**config.mk**
```make
export PLATFORM = sky130hd
export DESIGN_NAME = jtcop_gfx_romarb
export DESIGN_NICKNAME = d
export VERILOG_FILES = /design/src/rtl/jtcop_gfx_romarb.sv
export SDC_FILE = /design/constraint.sdc
export NUM_CORES = 1
export LEC_CHECK = 0
export CORE_UTILIZATION = 53
export CTS_CLUSTER_SIZE = 8
export DETAILED_ROUTE_END_ITERATION = 10
export PLACE_DENSITY = 0.89
export SYNTH_ARGS = -nofsm -noshare
export SYNTH_HDL_FRONTEND = slang
export SYNTH_SLANG_ARGS = --single-unit
```
**constraint.sdc**
```tcl
create_clock -name clk -period 7.4 [get_ports clk]
set_input_delay 0.74 -clock clk [delete_from_list [all_inputs] [get_ports clk]]
set_output_delay 0.74 -clock clk [all_outputs]
set_load 0.02 [all_outputs]
```
**src/rtl/jtcop_gfx_romarb.sv**
```systemverilog
// Graphics ROM responder: four request/acknowledge ROM slots, each with a
// one-entry cache, served from one shared 32-bit memory port. Slots are
// granted round-robin and only one memory transaction is outstanding.
module jtcop_gfx_romarb #(
    parameter logic [21:0] OFFSET0 = 22'h00000,
    parameter logic [21:0] OFFSET1 = 22'h40000,
    parameter logic [21:0] OFFSET2 = 22'h80000,
    parameter logic [21:0] OFFSET3 = 22'hC0000
) (
    input  logic        clk,
    input  logic        rst_n,
    input  logic        downloading,
    input  logic        slot0_cs,
    input  logic [17:0] slot0_addr,
    output logic [31:0] slot0_data,
    output logic        slot0_ok,
    input  logic        slot1_cs,
    input  logic [17:0] slot1_addr,
    output logic [31:0] slot1_data,
    output logic        slot1_ok,
    input  logic        slot2_cs,
    input  logic [17:0] slot2_addr,
    output logic [31:0] slot2_data,
    output logic        slot2_ok,
    input  logic        slot3_cs,
    input  logic [17:0] slot3_addr,
    output logic [31:0] slot3_data,
    output logic        slot3_ok,
    output logic        mem_req,
    output logic [21:0] mem_addr,
    input  logic        mem_gnt,
    input  logic        mem_rdy,
    input  logic [31:0] mem_data
);
    typedef enum logic [1:0] {IDLE, WAIT_GNT, WAIT_DATA} state_t;

    state_t      state_reg, state_next;
    logic [3:0]  cs_vec;
    logic [17:0] addr_arr [4];
    logic [21:0] offset_arr [4];
    logic [3:0]  ok_vec;
    logic [3:0]  pending;
    logic        valid_reg [4];
    logic [17:0] tag_reg [4];
    logic [31:0] dat_reg [4];
    logic [1:0]  last_reg, last_next;
    logic [1:0]  sel_reg, sel_next;
    logic [17:0] req_tag_reg, req_tag_next;
    logic        mem_req_reg, mem_req_next;
    logic [21:0] mem_addr_reg, mem_addr_next;
    logic        fill;
    logic        win_found;
    logic [1:0]  win_idx;

    assign cs_vec        = {slot3_cs, slot2_cs, slot1_cs, slot0_cs};
    assign addr_arr[0]   = slot0_addr;
    assign addr_arr[1]   = slot1_addr;
    assign addr_arr[2]   = slot2_addr;
    assign addr_arr[3]   = slot3_addr;
    assign offset_arr[0] = OFFSET0;
    assign offset_arr[1] = OFFSET1;
    assign offset_arr[2] = OFFSET2;
    assign offset_arr[3] = OFFSET3;

    // Hit is purely combinational so a matching address is acknowledged
    // in the same cycle it is presented.
    generate
        for (genvar gi = 0; gi < 4; gi++) begin : g_slot
            assign ok_vec[gi]  = cs_vec[gi] & valid_reg[gi] &
                                 (addr_arr[gi] == tag_reg[gi]) & ~downloading;
            assign pending[gi] = cs_vec[gi] & ~ok_vec[gi];
        end
    endgenerate

    assign slot0_ok   = ok_vec[0];
    assign slot1_ok   = ok_vec[1];
    assign slot2_ok   = ok_vec[2];
    assign slot3_ok   = ok_vec[3];
    assign slot0_data = dat_reg[0];
    assign slot1_data = dat_reg[1];
    assign slot2_data = dat_reg[2];
    assign slot3_data = dat_reg[3];
    assign mem_req    = mem_req_reg;
    assign mem_addr   = mem_addr_reg;

    // Round-robin search: first pending slot starting after the last grant.
    always_comb begin
        win_found = 1'b0;
        win_idx   = 2'd0;
        for (int k = 1; k <= 4; k++) begin
            if (!win_found && pending[last_reg + 2'(k)]) begin
                win_found = 1'b1;
                win_idx   = last_reg + 2'(k);
            end
        end
    end

    // Next-state logic for the single-outstanding memory transaction.
    always_comb begin
        state_next    = state_reg;
        mem_req_next  = mem_req_reg;
        mem_addr_next = mem_addr_reg;
        last_next     = last_reg;
        sel_next      = sel_reg;
        req_tag_next  = req_tag_reg;
        fill          = 1'b0;
        case (state_reg)
            IDLE: begin
                if (!downloading && win_found) begin
                    sel_next      = win_idx;
                    req_tag_next  = addr_arr[win_idx];
                    mem_addr_next = offset_arr[win_idx] + {4'd0, addr_arr[win_idx]};
                    mem_req_next  = 1'b1;
                    last_next     = win_idx;
                    state_next    = WAIT_GNT;
                end
            end
            WAIT_GNT: begin
                // a rdy coinciding with the grant belongs to nothing yet
                if (mem_gnt) begin
                    mem_req_next = 1'b0;
                    state_next   = WAIT_DATA;
                end
            end
            WAIT_DATA: begin
                if (mem_rdy) begin
                    fill       = ~downloading;
                    state_next = IDLE;
                end
            end
            default: state_next = IDLE;
        endcase
    end

    // Control registers.
    always_ff @(posedge clk or negedge rst_n) begin
        if (!rst_n) begin
            state_reg    <= IDLE;
            mem_req_reg  <= 1'b0;
            mem_addr_reg <= '0;
            last_reg     <= 2'd3;
            sel_reg      <= 2'd0;
            req_tag_reg  <= '0;
        end else begin
            state_reg    <= state_next;
            mem_req_reg  <= mem_req_next;
            mem_addr_reg <= mem_addr_next;
            last_reg     <= last_next;
            sel_reg      <= sel_next;
            req_tag_reg  <= req_tag_next;
        end
    end

    // Cache entries: flushed while downloading, filled with the latched tag.
    always_ff @(posedge clk or negedge rst_n) begin
        if (!rst_n) begin
            for (int i = 0; i < 4; i++) begin
                valid_reg[i] <= 1'b0;
                tag_reg[i]   <= '0;
                dat_reg[i]   <= '0;
            end
        end else begin
            for (int i = 0; i < 4; i++) begin
                if (downloading) begin
                    valid_reg[i] <= 1'b0;
                end else if (fill && sel_reg == 2'(i)) begin
                    valid_reg[i] <= 1'b1;
                    tag_reg[i]   <= req_tag_reg;
                    dat_reg[i]   <= mem_data;
                end
            end
        end
    end
endmodule

```
-- Word-level counts from Yosys, hierarchy flattened
Cells that the tools add are included.
- flip-flop bits (word level): 251
- word-level logic and storage cells: 126
- bits of input ports: 113
- output and inout port bits: 155
- bitwise operators: 22
- multiplexer cells: 39
- equal/unequal tests: 12
- order comparisons: 5
- reductions and logical operators: 26
- $add $sub $neg: 4
- operators with widths (operator ; count):
    equality test 18 bit ; 4
    binary-select mux 22 bit (select 2 bit) ; 1
    two-way mux 22 bit ; 2
    binary-select mux 18 bit (select 2 bit) ; 1
    two-way mux 18 bit ; 2
    adder 22 x 18 -> 22 bit ; 1
    two-way mux 1 bit ; 20
    AND 1 bit ; 16
    two-way mux 2 bit ; 7
    less-than comparator 2 x 3 -> 1 bit (second input constant) ; 4
    AND reduction 2 bit ; 5
    nonzero test 2 bit ; 5
    binary-select mux 1 bit (select 2 bit) ; 4
    logical AND 1 bit ; 8
    equality test 2 bit (second input constant) ; 3
    != test 2 bit (second input constant) ; 3
    case mux 2 bit (3 select lines) ; 1
    AND reduction 3 bit ; 2
    NOT 1 bit ; 5
    adder 2 bit (second input constant) ; 2
    equality test 2 x 1 -> 1 bit (second input constant) ; 2
    zero test 1 bit ; 4
    zero test 2 bit ; 2
    greater-or-equal comparator 3 bit (second input constant) ; 1
    other kinds (3) ; 3

-- Longest topological paths before layout
Gate-level depths: netlist (run 1).
- depth in word-level cells: 22
- mapped depth: 10
- mapped depth without buffers: 8

-- Worst setup path after synthesis (run 1)
No wires, ideal clock.
- path type: input to register
- start point: input port slot1_addr[15]
- end point: register mem_addr_reg[17] (netlist: mem_addr[17])
- slack: 4383 ps
- required time: 7267 ps
- arrival: 2884 ps
- stages: 10
- path buffers: 2
- library setup time: 133 ps
- cell sequence: xor2_1 or4_4 nor4_4 a21oi_2 a311o_1 a21oi_2 buf_6 buf_12 mux2i_1 o221ai_2
- word-level cells in the longest chain between the ends: 22
- elaborated cells between the ends (all ways): 37
- classes of those cells: 1 x add/sub; 1 x eq/ne; 22 x mux; 5 x bitwise; 8 x reduce/logical
- RTL lines (item ; RTL line ; RTL):
    start, declared ; 18 ; input logic [17:0] slot1_addr,
    equality test 18 bit ; 70 ; (addr_arr[gi] == tag_reg[gi]) & ~downloading;
    AND 1 bit ; 69 ; assign ok_vec[gi] = cs_vec[gi] & valid_reg[gi] &
    AND 1 bit ; 70 ;
    NOT 1 bit ; 71 ; assign pending[gi] = cs_vec[gi] & ~ok_vec[gi];
    AND 1 bit ; 71 ;
    binary-select mux 1 bit (select 2 bit) ; 91 ; if (!win_found && pending[last_reg + 2'(k)]) begin
    two-way mux 1 bit (not written as such) ; 91 ;
    two-way mux 1 bit ; 91 ;
    [5 not listed] ; -- ;
    two-way mux 1 bit ; 91 ;
    zero test 1 bit ; 91 ;
    logical AND 1 bit ; 91 ;
    two-way mux 2 bit ; 91 ;
    NOT 2 -> 3 bit (not written as such) ; 112 ; mem_addr_next = offset_arr[win_idx] + {4'd0, addr_arr[win_idx]};
    binary-select mux 22 bit (select 2 bit) or binary-select mux 18 bit (select 2 bit) (tied branches) ; 112 ;
    two-way mux 22 bit (not written as such) or two-way mux 18 bit (tied branches) (2 in a row) ; 112 ;
    adder 22 x 18 -> 22 bit ; 112 ;
    end signal, assigned ; 147 ; mem_addr_reg <= mem_addr_next;
    end, declared ; 50 ; logic [21:0] mem_addr_reg, mem_addr_next;
Several ways; a longest one is shown, not always the timed one. The select of a mux whose other input is x is not followed.
A chain may end at the register's enable or synchronous reset.

-- Final worst setup path (run 1)
- start point: input port slot2_addr[15]
- end point: register req_tag_reg[5]
- word-level cells in the longest chain between the ends: 21
- elaborated cells between the ends (all ways): 33
- classes of those cells: 1 x eq/ne; 19 x mux; 5 x bitwise; 8 x reduce/logical
- RTL lines (item ; RTL line ; RTL):
    start, declared ; 22 ; input logic [17:0] slot2_addr,
    equality test 18 bit (*) ; 70 ;
    AND 1 bit (*) ; 69 ;
    AND 1 bit (*) ; 70 ;
    NOT 1 bit (*) ; 71 ;
    AND 1 bit (*) ; 71 ;
    binary-select mux 1 bit (select 2 bit) ; 91 ;
    two-way mux 1 bit (not written as such) ; 91 ;
    two-way mux 1 bit ; 91 ;
    [4 not listed] ; -- ;
    logical AND 1 bit ; 91 ;
    two-way mux 1 bit ; 91 ;
    zero test 1 bit ; 91 ;
    logical AND 1 bit ; 91 ;
    two-way mux 2 bit ; 91 ;
    NOT 2 -> 3 bit (not written as such) ; 111 ; req_tag_next = addr_arr[win_idx];
    binary-select mux 18 bit (select 2 bit) ; 111 ;
    two-way mux 18 bit (not written as such) (2 in a row) ; 111 ;
    end signal, assigned ; 150 ; req_tag_reg <= req_tag_next;
    end, declared ; 48 ; logic [17:0] req_tag_reg, req_tag_next;
Mark *: on every way between the ends. The rest lies on a longest branch, timed or not. The select of a mux whose other input is x is not followed.

==> results.md, run 1 <==
* Status: complete, no violations
* CTS root buf: clkbuf_16
* Synth unique cells at 51
* Post-synth EDFFs at 0
* Clk sink count at 229
* Leakage dissipation at between 6 and 7 nW
* Port bufs at 265
* Worst-margin pin slew at 1.248 ns
* Num CTS Buffers at 34
* Largest net degree at the start of global routing at between 90 and 100
* Hold Path Class: input pin to async pin
* CTS Buffer Depth at 3
* Die Area at slightly below 20,000 um^2
* Drt wl/cell at between 20 and 25 um
* Post-synthesis adder-cell area fraction at 0
* Largest family of logic cells by synthesized area: multiplexers
* First-pass GRT wire length at between 40 and 50 mm
* PD cells at 413.3 nW/um^2
* Drt first pass iters at 5
* Kind of critical path: input pin to flop
* Hold-fix buffers at CTS at 0
* Commonest cells after routing, fill and taps aside: clkdlybuf4s50_1 (264), dfrtp_1 (227), mux2_2 (200)
* Die span in x at 140.8 um
* Share of cells above drive strength 1 at 0.2804
* All-Layer GR Usage at 0.3041
* Initial antenna violation count at 2
* Clk_skew at 0.02034 ns
* Post-DRT Antenna Nets at 0
* Fraction of registers with async set/reset at 1.000
* Max-Cap Viols at 0
* Number of global-route vias before repair at between 7,000 and 8,000
* Synth Warn # at 0
* Fillers at 1,175
* Core ar. at 18,770 um^2
* Post-Synth Simple-Gate Area at 0.05406
* Initial Util at 0.5438
* Die H at 140.8 um
* Vias at 7,178
* Post-place instance area at 13,050 um^2
* Most Crowded Layer GR: met2
* Syn_area_per_cell at 14.37 um^2
* Worst setup path start: slot2_addr[15]
* Maximum VDD drop at 0.0002766 V
* Final Cycle Share at 0.6634
* Number of flip-flops in the largest register at 72
* Ports at about 270
* Largest stage delay, worst path at roughly 1.0 ns
* Setup bufs post-CTS at 0
* Slew margin rel. at 0.1681
* F_max at slightly above 200 MHz
* Fin crit period at around 5 ns
* Slew Limit Fails at 0
* Worst r2r src: tag_reg[33]$_DFFE_PN0P_
* Detailed placement HPWL at 19.94 mm
* Post-route cell area at 14,030 um^2
* Clk_lat worst skew at roughly 0.5 ns
* Commonest non-fill, non-tap cell in the layout: clkdlybuf4s50_1
* Seq/Total Area, Yosys at 0.5617
* Post-synth top flop: dfrtp_1
* DR iter-0 viols at 369
* Sum Neg Setup Slack at 0 ns
* RSZ-0062 raised after global routing: false
* Critical path cell sequence: clkdlybuf4s50_1, xor2_1, nor4_1, nand3_1, o41ai_1, nand2_1, o31ai_4, nand2b_1, o221ai_2
* Hold Slack at about 0.25 ns
* Crit path required time at 7.71 ns
* Worst-path clk slew at 0.05 ns
* Post-layout nets at 1,101
* Final hold violation count at 0
* Post-Synthesis Cells at 710
* Mux share of post-synthesis cell area at 0.2579
* Max FO, Critical Path at 26
* M3 GR Usage at 0.1094
* Number of synthesized register bits at 229
* CTS H-tree lvls at 2
* XOR/XNOR Fraction of Synth Area at 0.06179
* Final setup vio count at 0
* Met1 Use GR at 0.3611
* Resize count post-CTS at 0
* Final WL at approximately 29 mm
* CTS tree: built
* CP max stage cell: nand2b_1
* Via density at 5.798
* Overflow after GRT at 0
* Placer congestion estimate at 0.9500
* Post-synthesis compound-gate area fraction at 0.04156
* # rows at 50
* Synthesis-to-finish area growth at 37.49%
* WP data arrival at 5.22 ns
* CP Capture Type: flop
* Post-Syn Area at 10,210 um^2
* CP startpoint kind: input pin
* Grt met2 use at 0.4991
* Drt drc at 0
[final timing paths]
| path | slack, ns | end | cells past startpoint |
|---|---|---|---|
| setup / recovery | 2.49 | req_tag_reg[5]$_DFFE_PN0P_ | 9 |
| hold / removal | 0.25 | slot1_data[7]$_DFFE_PN0P_ | 1 |
| setup reg to reg | 2.77 | req_tag_reg[5]$_DFFE_PN0P_ | 8 |
| hold reg to reg | 0.48 | mem_req$_DFFE_PN0P_ | 2 |
| max in group asynchronous | 5.63 | slot2_data[1]$_DFFE_PN0P_ | 2 |
| min in group clk | 0.48 | mem_req$_DFFE_PN0P_ | 2 |
[cell type report]
class | count | area (um^2) | share of cell area
Sequential cell | 229 | 5733 | 0.4086
Multi-Input combinational cell | 441 | 4270 | 0.3043
Timing Repair Buffer | 274 | 2725 | 0.1942
Clock buffer | 49 | 970.9 | 0.06919
Tap cell | 234 | 292.8 | 0.02086
Inverter | 8 | 30.03 | 0.002140
Clock inverter | 1 | 5.005 | 0.0003567
Antenna cell | 2 | 5.005 | 0.0003567
[logic make-up after synthesis]
family	Yosys count
buffers and inverters	41
XOR/XNOR	72
multiplexers	238
flip-flops	229
AO/OA/AOI/OAI	37
other	1
AND/OR/NAND/NOR	92
[routing by layer]
metal  up-vias  routed length [um]
li1       3113                   -
met1      3631               11050
met2       348               14250
met3        86                2857
met4         0                1201
met5         -                   0
[synthesized netlist by cell type (3+ instances only)]
library cell,n,area (um^2)
clkbuf_1,15,56.30
xnor2_1,25,219.0
buf_1,8,30.03
and4_1,3,26.28
o21ai_0,4,20.02
inv_1,8,30.03
nor4_1,11,68.82
nor3_1,10,50.05
nand2_1,31,116.4
o221ai_2,18,270.3
nand3_1,5,25.02
mux2_2,200,2252
or4_1,4,30.03
nand4_1,7,43.79
dfrtp_1,227,5680
nand2b_1,4,25.02
xor2_1,47,411.6
nand3b_1,3,22.52
mux2i_1,38,380.4
buf_4,3,22.52
[critical path: cells and delay by family]
| family | cells | cell delay (ns) |
|---|---|---|
| AOI/OAI and AO/OA | 3 | 1.86 |
| xor gates and xnor gates | 1 | 0.17 |
| and+or+nand+nor | 4 | 2.00 |
| buffers and inverters | 1 | 0.43 |
[report_power, final]
part	leakage [nW]	switching [mW]	internal, mW
clock network	0.474	0.529	0.895
registers	3.01	0.357	1.74
logic	2.97	1.14	1.14
[through the flow]
step	setup WS [ns]	instances	power, mW	utilization
3_5_place_dp	2.231	1186	4.344	0.6954
3_3_place_gp	2.388	1186	4.284	0.6954
4_1_cts	2.726	1236	5.815	0.7474
5_1_grt	2.317	1238	6.048	0.7477
6_report	2.491	1238	5.800	0.7477
2_1_floorplan	4.383	711	3.295	-
No activity file was read; power rests on OpenSTA's default activity.
==> run 2, diff against run 1 <==
--- a/config.mk
+++ b/config.mk
@@ -5,10 +5,10 @@
 export SDC_FILE = /design/constraint.sdc
 export NUM_CORES = 1
 export LEC_CHECK = 0
-export CORE_UTILIZATION = 53
+export CORE_UTILIZATION = 49
 export CTS_CLUSTER_SIZE = 8
 export DETAILED_ROUTE_END_ITERATION = 10
-export PLACE_DENSITY = 0.89
+export PLACE_DENSITY = 0.83
 export SYNTH_ARGS = -nofsm -noshare
 export SYNTH_HDL_FRONTEND = slang
 export SYNTH_SLANG_ARGS = --single-unit
==> constraint.sdc (replaced) <==
create_clock -name clk -period 4.8 [get_ports clk]
set_input_delay 0.48 -clock clk [delete_from_list [all_inputs] [get_ports clk]]
set_output_delay 0.48 -clock clk [all_outputs]
set_load 0.02 [all_outputs]
==> run 2 against run 1 <==
  * Sequential cell count unchanged
  * Non-clock buffer count increased by 3
  * Hold slack got worse by 0.12 ns
  * Setup slack got worse by 1.3 ns
  * Critical path depth increased by 1
  * Global-route usage decreased by 2.9 points
  * Cell count increased by 2.4%
  * Power increased by 52%
  * Critical path type unchanged
  * Final area increased by 0.40%
  * Clock skew decreased by 0.0037 ns
  * Via count decreased by 1.8%
  * Register-to-register slack got worse by 1.5 ns
==> results.md, run 2 (synthesis results as in run 1) <==
* Combinational share of power at 0.396 (+0.004)
* Detailed placement HPWL at 19.68 mm (-1.3%)
* Clk_skew at 0.01661 ns (-0.003727 ns)
* Die Area at 21,410 um^2 (+8.0%)
* DR iter-0 viols at 281 (-24%)
* Number of flip-flops in the largest register at 72 (unchanged)
* Int Pwr at 5.777 mW (+53%)
* CP Capture Type: flop
* Hold Path Class: input pin to async pin
* Initial Util at 0.5028 (-0.04103)
* Initial antenna violation count at 0 (-2)
* Clk_lat worst skew at 0.50 ns (about the same)
* Sw Share at 0.3465 (-0.002322)
* Post-DRT Antenna Nets at 0 (unchanged)
* Sum Neg Setup Slack at 0 ns (unchanged)
* First-pass GRT wire length at 44.75 mm (-1.1%)
* Die span in x at 146.3 um (+3.9%)
* Placer congestion estimate at 0.9088 (-4.3%)
* Via density at 5.562 (-4.1%)
* Slew Limit Fails at 0 (unchanged)
* CP startpoint kind: input pin
* Largest net degree at the start of global routing at 127 (+32%)
* CTS H-tree lvls at 2 (unchanged)
* Drt drc at 0 (unchanged)
* Commonest non-fill, non-tap cell in the layout: clkdlybuf4s50_1
* Max-Cap Viols at 0 (unchanged)
* Post-layout nets at 1,104 (+0.27%)
* Worst-path clk slew at 0.05 ns (about the same)
* Maximum VDD drop at 0.0004539 V (+64%)
* Share of cells above drive strength 1 at 0.2846 (+0.004130)
* F_max at approximately 280 MHz
* Clk sink count at 229 (unchanged)
* Hold-fix buffers at CTS at 0 (unchanged)
* Post-route cell area at 14,090 um^2 (+0.40%)
* Vias at 7,052 (-1.8%)
* Worst-margin pin slew at 0.9682 ns (-0.2797 ns)
* WP data arrival at 3.98 ns (-1.24 ns)
* Drt wl/cell at 22.45 um (-5.4%)
* Drt first pass iters at 5 (unchanged)
* Core ar. at 20,300 um^2 (+8.2%)
* Antenna Cells at 0 (-2)
* CTS root buf: clkbuf_16
* Num CTS Buffers at 34 (unchanged)
* Worst r2r src: tag_reg[33]$_DFFE_PN0P_
* Commonest cells after routing, fill and taps aside: clkdlybuf4s50_1 (264), dfrtp_1 (227), mux2_2 (200)
* # rows at 52 (+4.0%)
* Fin crit period at 3.623 ns
* Number of global-route vias before repair at 7,686 (-1.5%)
* RSZ-0062 raised after global routing: false
* Kind of critical path: input pin to flop
* Final Cycle Share at 0.7549
* Synthesis-to-finish area growth at 38.04%
* Status: complete, no violations
* Crit path required time at 5.16 ns (-2.55 ns)
* Port bufs at 265 (unchanged)
* Resize count post-CTS at 0 (unchanged)
* CTS tree: built
* Max FO, Critical Path at 20 (-23%)
* Switch Pwr at 3.062 mW (+51%)
* Post-place instance area at 13,150 um^2 (+0.74%)
* Clock power frac at 0.240 (-0.006)
* Final setup vio count at 0 (unchanged)
* Slew margin rel. at 0.3545 (+0.1865)
* Final hold violation count at 0 (unchanged)
* All-Layer GR Usage at 0.2751 (-0.02903)
* CTS Buffer Depth at 3 (unchanged)
* PD cells at 627.4 nW/um^2 (+52%)
* Die H at 146.3 um (+3.9%)
* Worst setup path start: slot2_addr[15]
* Ports at 268 (unchanged)
* Overflow after GRT at 0 (unchanged)
* Leakage dissipation at 6.467 nW (+0.12%)
* Sequential Power Share at 0.364 (+0.002)
* Final WL at 28.47 mm (-3.1%)
* Setup bufs post-CTS at 0 (unchanged)
-- run 2: layer usage --
layer / vias to the layer above / part of all wire / global-route usage
met5: - / 0 / 0
met4: 0 / 0.035 / 0.1099
met3: 60 / 0.10 / 0.1019
met2: 298 / 0.48 / 0.4407
met1: 3573 / 0.39 / 0.3372
li1: 3121 / - / -
-- run 2: final timing paths --
| kind | endpoint | slack, ns | cells after the start |
|---|---|---|---|
| worst max-delay path | req_tag_reg[3]$_DFFE_PN0P_ | 1.18 | 10 |
| worst min-delay path | slot2_data[29]$_DFFE_PN0P_ | 0.13 | 1 |
| worst max register to register | req_tag_reg[3]$_DFFE_PN0P_ | 1.23 | 9 |
| worst min register to register | mem_req$_DFFE_PN0P_ | 0.48 | 2 |
| max in group asynchronous | slot3_data[8]$_DFFE_PN0P_ | 3.59 | 2 |
| min in group clk | mem_req$_DFFE_PN0P_ | 0.48 | 2 |
-- run 2: final cells by class --
class                      instances  area [um^2]
fill                            1475         6211
inverter                           8        30.03
multi-input combinational        441         4274
clock buffer                      41        908.4
timing repair buffer             277         2773
clock inverter                     2        32.53
tap                              270        337.8
sequential                       229         5733
-- run 2: through the flow --
step	hold slack [ns]	util	instances	setup WS, ns	power [mW]
after floorplan	0.1844	-	711	2.043	5.080
after global placement	0.4614	0.6477	1225	0.7338	6.638
after detailed placement	0.4620	0.6477	1225	0.6625	6.717
after CTS	0.1419	0.6940	1268	1.183	8.903
after global routing	0.1974	0.6940	1268	1.003	9.242
final	0.1280	0.6940	1268	1.177	8.839
-- run 2: power by group through the flow --
stage / Clock [mW] / Combinational, mW / Sequential (mW)
floorplan: 0 / 1.34 / 3.74
global placement: 0 / 3.45 / 3.19
detailed placement: 0 / 3.49 / 3.23
CTS: 2.16 / 3.52 / 3.22
global route: 2.23 / 3.69 / 3.32
finish: 2.12 / 3.50 / 3.22
-- run 2: critical path, stage by stage --
cell	delay (ns)
clkdlybuf4s50_1	0.46
xor2_1	0.22
nor4_1	0.45
nand3_1	0.24
o41ai_1	0.58
nand2_1	0.23
o31ai_4	0.60
or2_1	0.19
buf_4	0.35
o221ai_2	0.16
==> run 3, diff against run 2 <==
--- a/config.mk
+++ b/config.mk
@@ -5,10 +5,10 @@
 export SDC_FILE = /design/constraint.sdc
 export NUM_CORES = 1
 export LEC_CHECK = 0
-export CORE_UTILIZATION = 49
+export CORE_UTILIZATION = 44
 export CTS_CLUSTER_SIZE = 8
 export DETAILED_ROUTE_END_ITERATION = 10
-export PLACE_DENSITY = 0.83
+export PLACE_DENSITY = 0.79
 export SYNTH_ARGS = -nofsm -noshare
 export SYNTH_HDL_FRONTEND = slang
 export SYNTH_SLANG_ARGS = --single-unit
==> constraint.sdc (replaced) <==
create_clock -name clk -period 3 [get_ports clk]
set_input_delay 0.3 -clock clk [delete_from_list [all_inputs] [get_ports clk]]
set_output_delay 0.3 -clock clk [all_outputs]
set_load 0.02 [all_outputs]
==> run 3 against run 2 <==
  * Sequential power grew 60%
  * Final area grew 2.4%
  * Critical path depth shrank 1
  * Power grew 62%
  * Global-route usage shrank 2.5 points
  * Setup slack lost 1.0 ns
  * Sequential share of layout area shrank 0.94 points
  * Die area grew 11%
  * Critical path type is now flop to flop
  * Critical endpoint is now req_tag_reg[13]$_DFFE_PN0P_
  * Largest cell class unchanged
  * Highest routed layer unchanged
==> results.md, run 3 (synthesis results as in run 1) <==
* Detailed placement HPWL at 20.68 mm (+5.1%)
* Max FO, Critical Path at 21 (+5.0%)
* Initial antenna violation count at 1 (+1)
* Maximum VDD drop at 0.0006652 V (+47%)
* WP data arrival at 3.20 ns (-0.78 ns)
* Final setup vio count at 0 (unchanged)
* All-Layer GR Usage at 0.2501 (-0.02500)
* PD cells at 990.8 nW/um^2 (+58%)
* CTS tree: built
* Die Area at 23,810 um^2 (+11%)
* Worst setup path start: tag_reg[51]$_DFFE_PN0P_
* Critical path cell sequence: xor2_1, or4_4, nor4_4, a2111oi_0, a311o_1, a21oi_4, buf_12, mux2i_1, o221ai_2
* Total power at 14.29 mW (+62%)
* Status: complete, no violations
* Die span in x at 154.3 um (+5.5%)
* Leakage dissipation at 6.668 nW (+3.1%)
* Worst-path clk slew at 0.05 ns (about the same)
* Drt first pass iters at 4 (-1)
* Fin crit period at 2.846 ns
* Fillers at 1,701 (+15%)
* Slew margin rel. at 0.5404 (+0.1859)
* Via density at 5.339 (-4.0%)
* Setup bufs post-CTS at 0 (unchanged)
* Hold Path Class: input pin to async pin
* Share of cells above drive strength 1 at 0.3086 (+0.02401)
* # rows at 55 (+5.8%)
* Die H at 154.3 um (+5.5%)
* Multi-input logic area at 4295 um^2 (+0.50%)
* Post-layout nets at 1,137 (+3.0%)
* Final hold violation count at 0 (unchanged)
* Largest stage delay, worst path at 0.57 ns (-0.03 ns)
* First-pass GRT wire length at 45.17 mm (+0.94%)
* Slew Limit Fails at 0 (unchanged)
* CTS Buffer Depth at 3 (unchanged)
* Post-DRT Antenna Nets at 0 (unchanged)
* Drt drc at 0 (unchanged)
* Sequential cell area at 5733 um^2 (unchanged)
* CP startpoint kind: flop
* Clk_skew at 0.02024 ns (+0.003631 ns)
* Crit path required time at 3.35 ns (-1.81 ns)
* Num CTS Buffers at 34 (unchanged)
* DR iter-0 viols at 304 (+8.2%)
* Core ar. at 22,710 um^2 (+12%)
* Initial Util at 0.4494 (-0.05335)
* Drt wl/cell at 21.96 um (-2.2%)
* Commonest non-fill, non-tap cell in the layout: clkdlybuf4s50_1
* Clk_lat worst skew at 0.50 ns (about the same)
* Final Cycle Share at 0.9487
* Overflow after GRT at 0 (unchanged)
* CP Capture Type: flop
* Number of flip-flops in the largest register at 72 (unchanged)
* Kind of critical path: flop to flop
* Ports at 268 (unchanged)
* CTS H-tree lvls at 2 (unchanged)
* Largest net degree at the start of global routing at 86 (-32%)
* CP max stage cell: or4_4
* Final WL at 29.05 mm (+2.0%)
* Max-Cap Viols at 0 (unchanged)
* Number of global-route vias before repair at 7,744 (+0.75%)
* RSZ-0062 raised after global routing: false
* Synthesis-to-finish area growth at 41.31%
* Worst-margin pin slew at 0.6893 ns (-0.2788 ns)
* CTS root buf: clkbuf_16
* Clk sink count at 229 (unchanged)
* Port bufs at 265 (unchanged)
* Placer congestion estimate at 0.9365 (+3.0%)
* Vias at 7,064 (+0.17%)
* Commonest cells after routing, fill and taps aside: clkdlybuf4s50_1 (262), dfrtp_1 (227), mux2_2 (200)
* Hold Slack at 0.3895 ns (+0.2615 ns)
* F_max at approximately 350 MHz
* Worst r2r src: tag_reg[51]$_DFFE_PN0P_
run 3: cell types whose count changed in the layout (fill, tap and decap cells not counted), sizes merged:
cell and delta:
inv +2, dlygate4sd2 +1, dlygate4sd3 +1, dlymetal6s2s +1
buf +32, clkbuf +4, diode +1, clkdlybuf4s50 -2
run 3: critical path: cells and delay by family (launching register included):
family | cells | cell delay (ns)
simple gates | 2 | 0.82
compound gates | 4 | 0.79
flops | 1 | 0.38
mux | 1 | 0.27
buf+inv | 1 | 0.23
xor+xnor | 1 | 0.21
run 3: report_power, final:
group | leakage, nW | internal (mW) | switching (mW)
Sequential | 3.01 | 4.30 | 0.840
Clock | 0.452 | 2.06 | 1.33
Combinational | 3.20 | 2.97 | 2.79
Total | 6.67 | 9.33 | 4.96
run 3: layout make-up:
cell class              count  share of cell area
flip-flops and latches    229              0.3975
multi-input cells         441              0.2978
repair buffers            310              0.2132
clock buffers              45             0.06185
well taps                 285             0.02472
clock inverters             4            0.002689
inverters                   8            0.002082
diodes                      1           0.0001735
run 3: layer usage:
layer	GRT usage	part of all wire	wire length [um]
met1	0.2986	0.40	11640
met5	0	0	0
met2	0.4232	0.49	14120
met3	0.09498	0.094	2736
met4	0.06742	0.019	549
run 3: repair_timing:
action,CTS,global route
endpoints found under the hold margin,81,0
gates resized for setup,3,3
hold buffers,1,0
endpoints found under the setup margin,2,19
pin swaps,0,0
run 3: final timing paths:
path,to,slack (ns),cells after the start
max,req_tag_reg[13]$_DFFE_PN0P_,0.15,9
min,slot1_data[29]$_DFFE_PN0P_,0.39,2
max reg2reg,req_tag_reg[13]$_DFFE_PN0P_,0.15,9
min reg2reg,mem_req$_DFFE_PN0P_,0.48,2
max in group asynchronous,last_reg[0]$_DFFE_PN1P_,1.71,3
min in group clk,state_reg[0]$_DFFE_PN0P_,0.41,2
run 3: stage by stage:
stage          setup TNS (ns)  setup WS, ns    util  std cells  area [um^2]
2_1_floorplan               0        0.3353       -        711        10210
3_3_place_gp           -3.367       -0.1739  0.5924       1272        13450
3_5_place_dp           -3.506       -0.2164  0.5924       1272        13450
4_1_cts                     0      0.003779  0.6343       1322        14400
5_1_grt                     0       0.03974  0.6351       1323        14420
6_report                    0        0.1540  0.6351       1323        14420
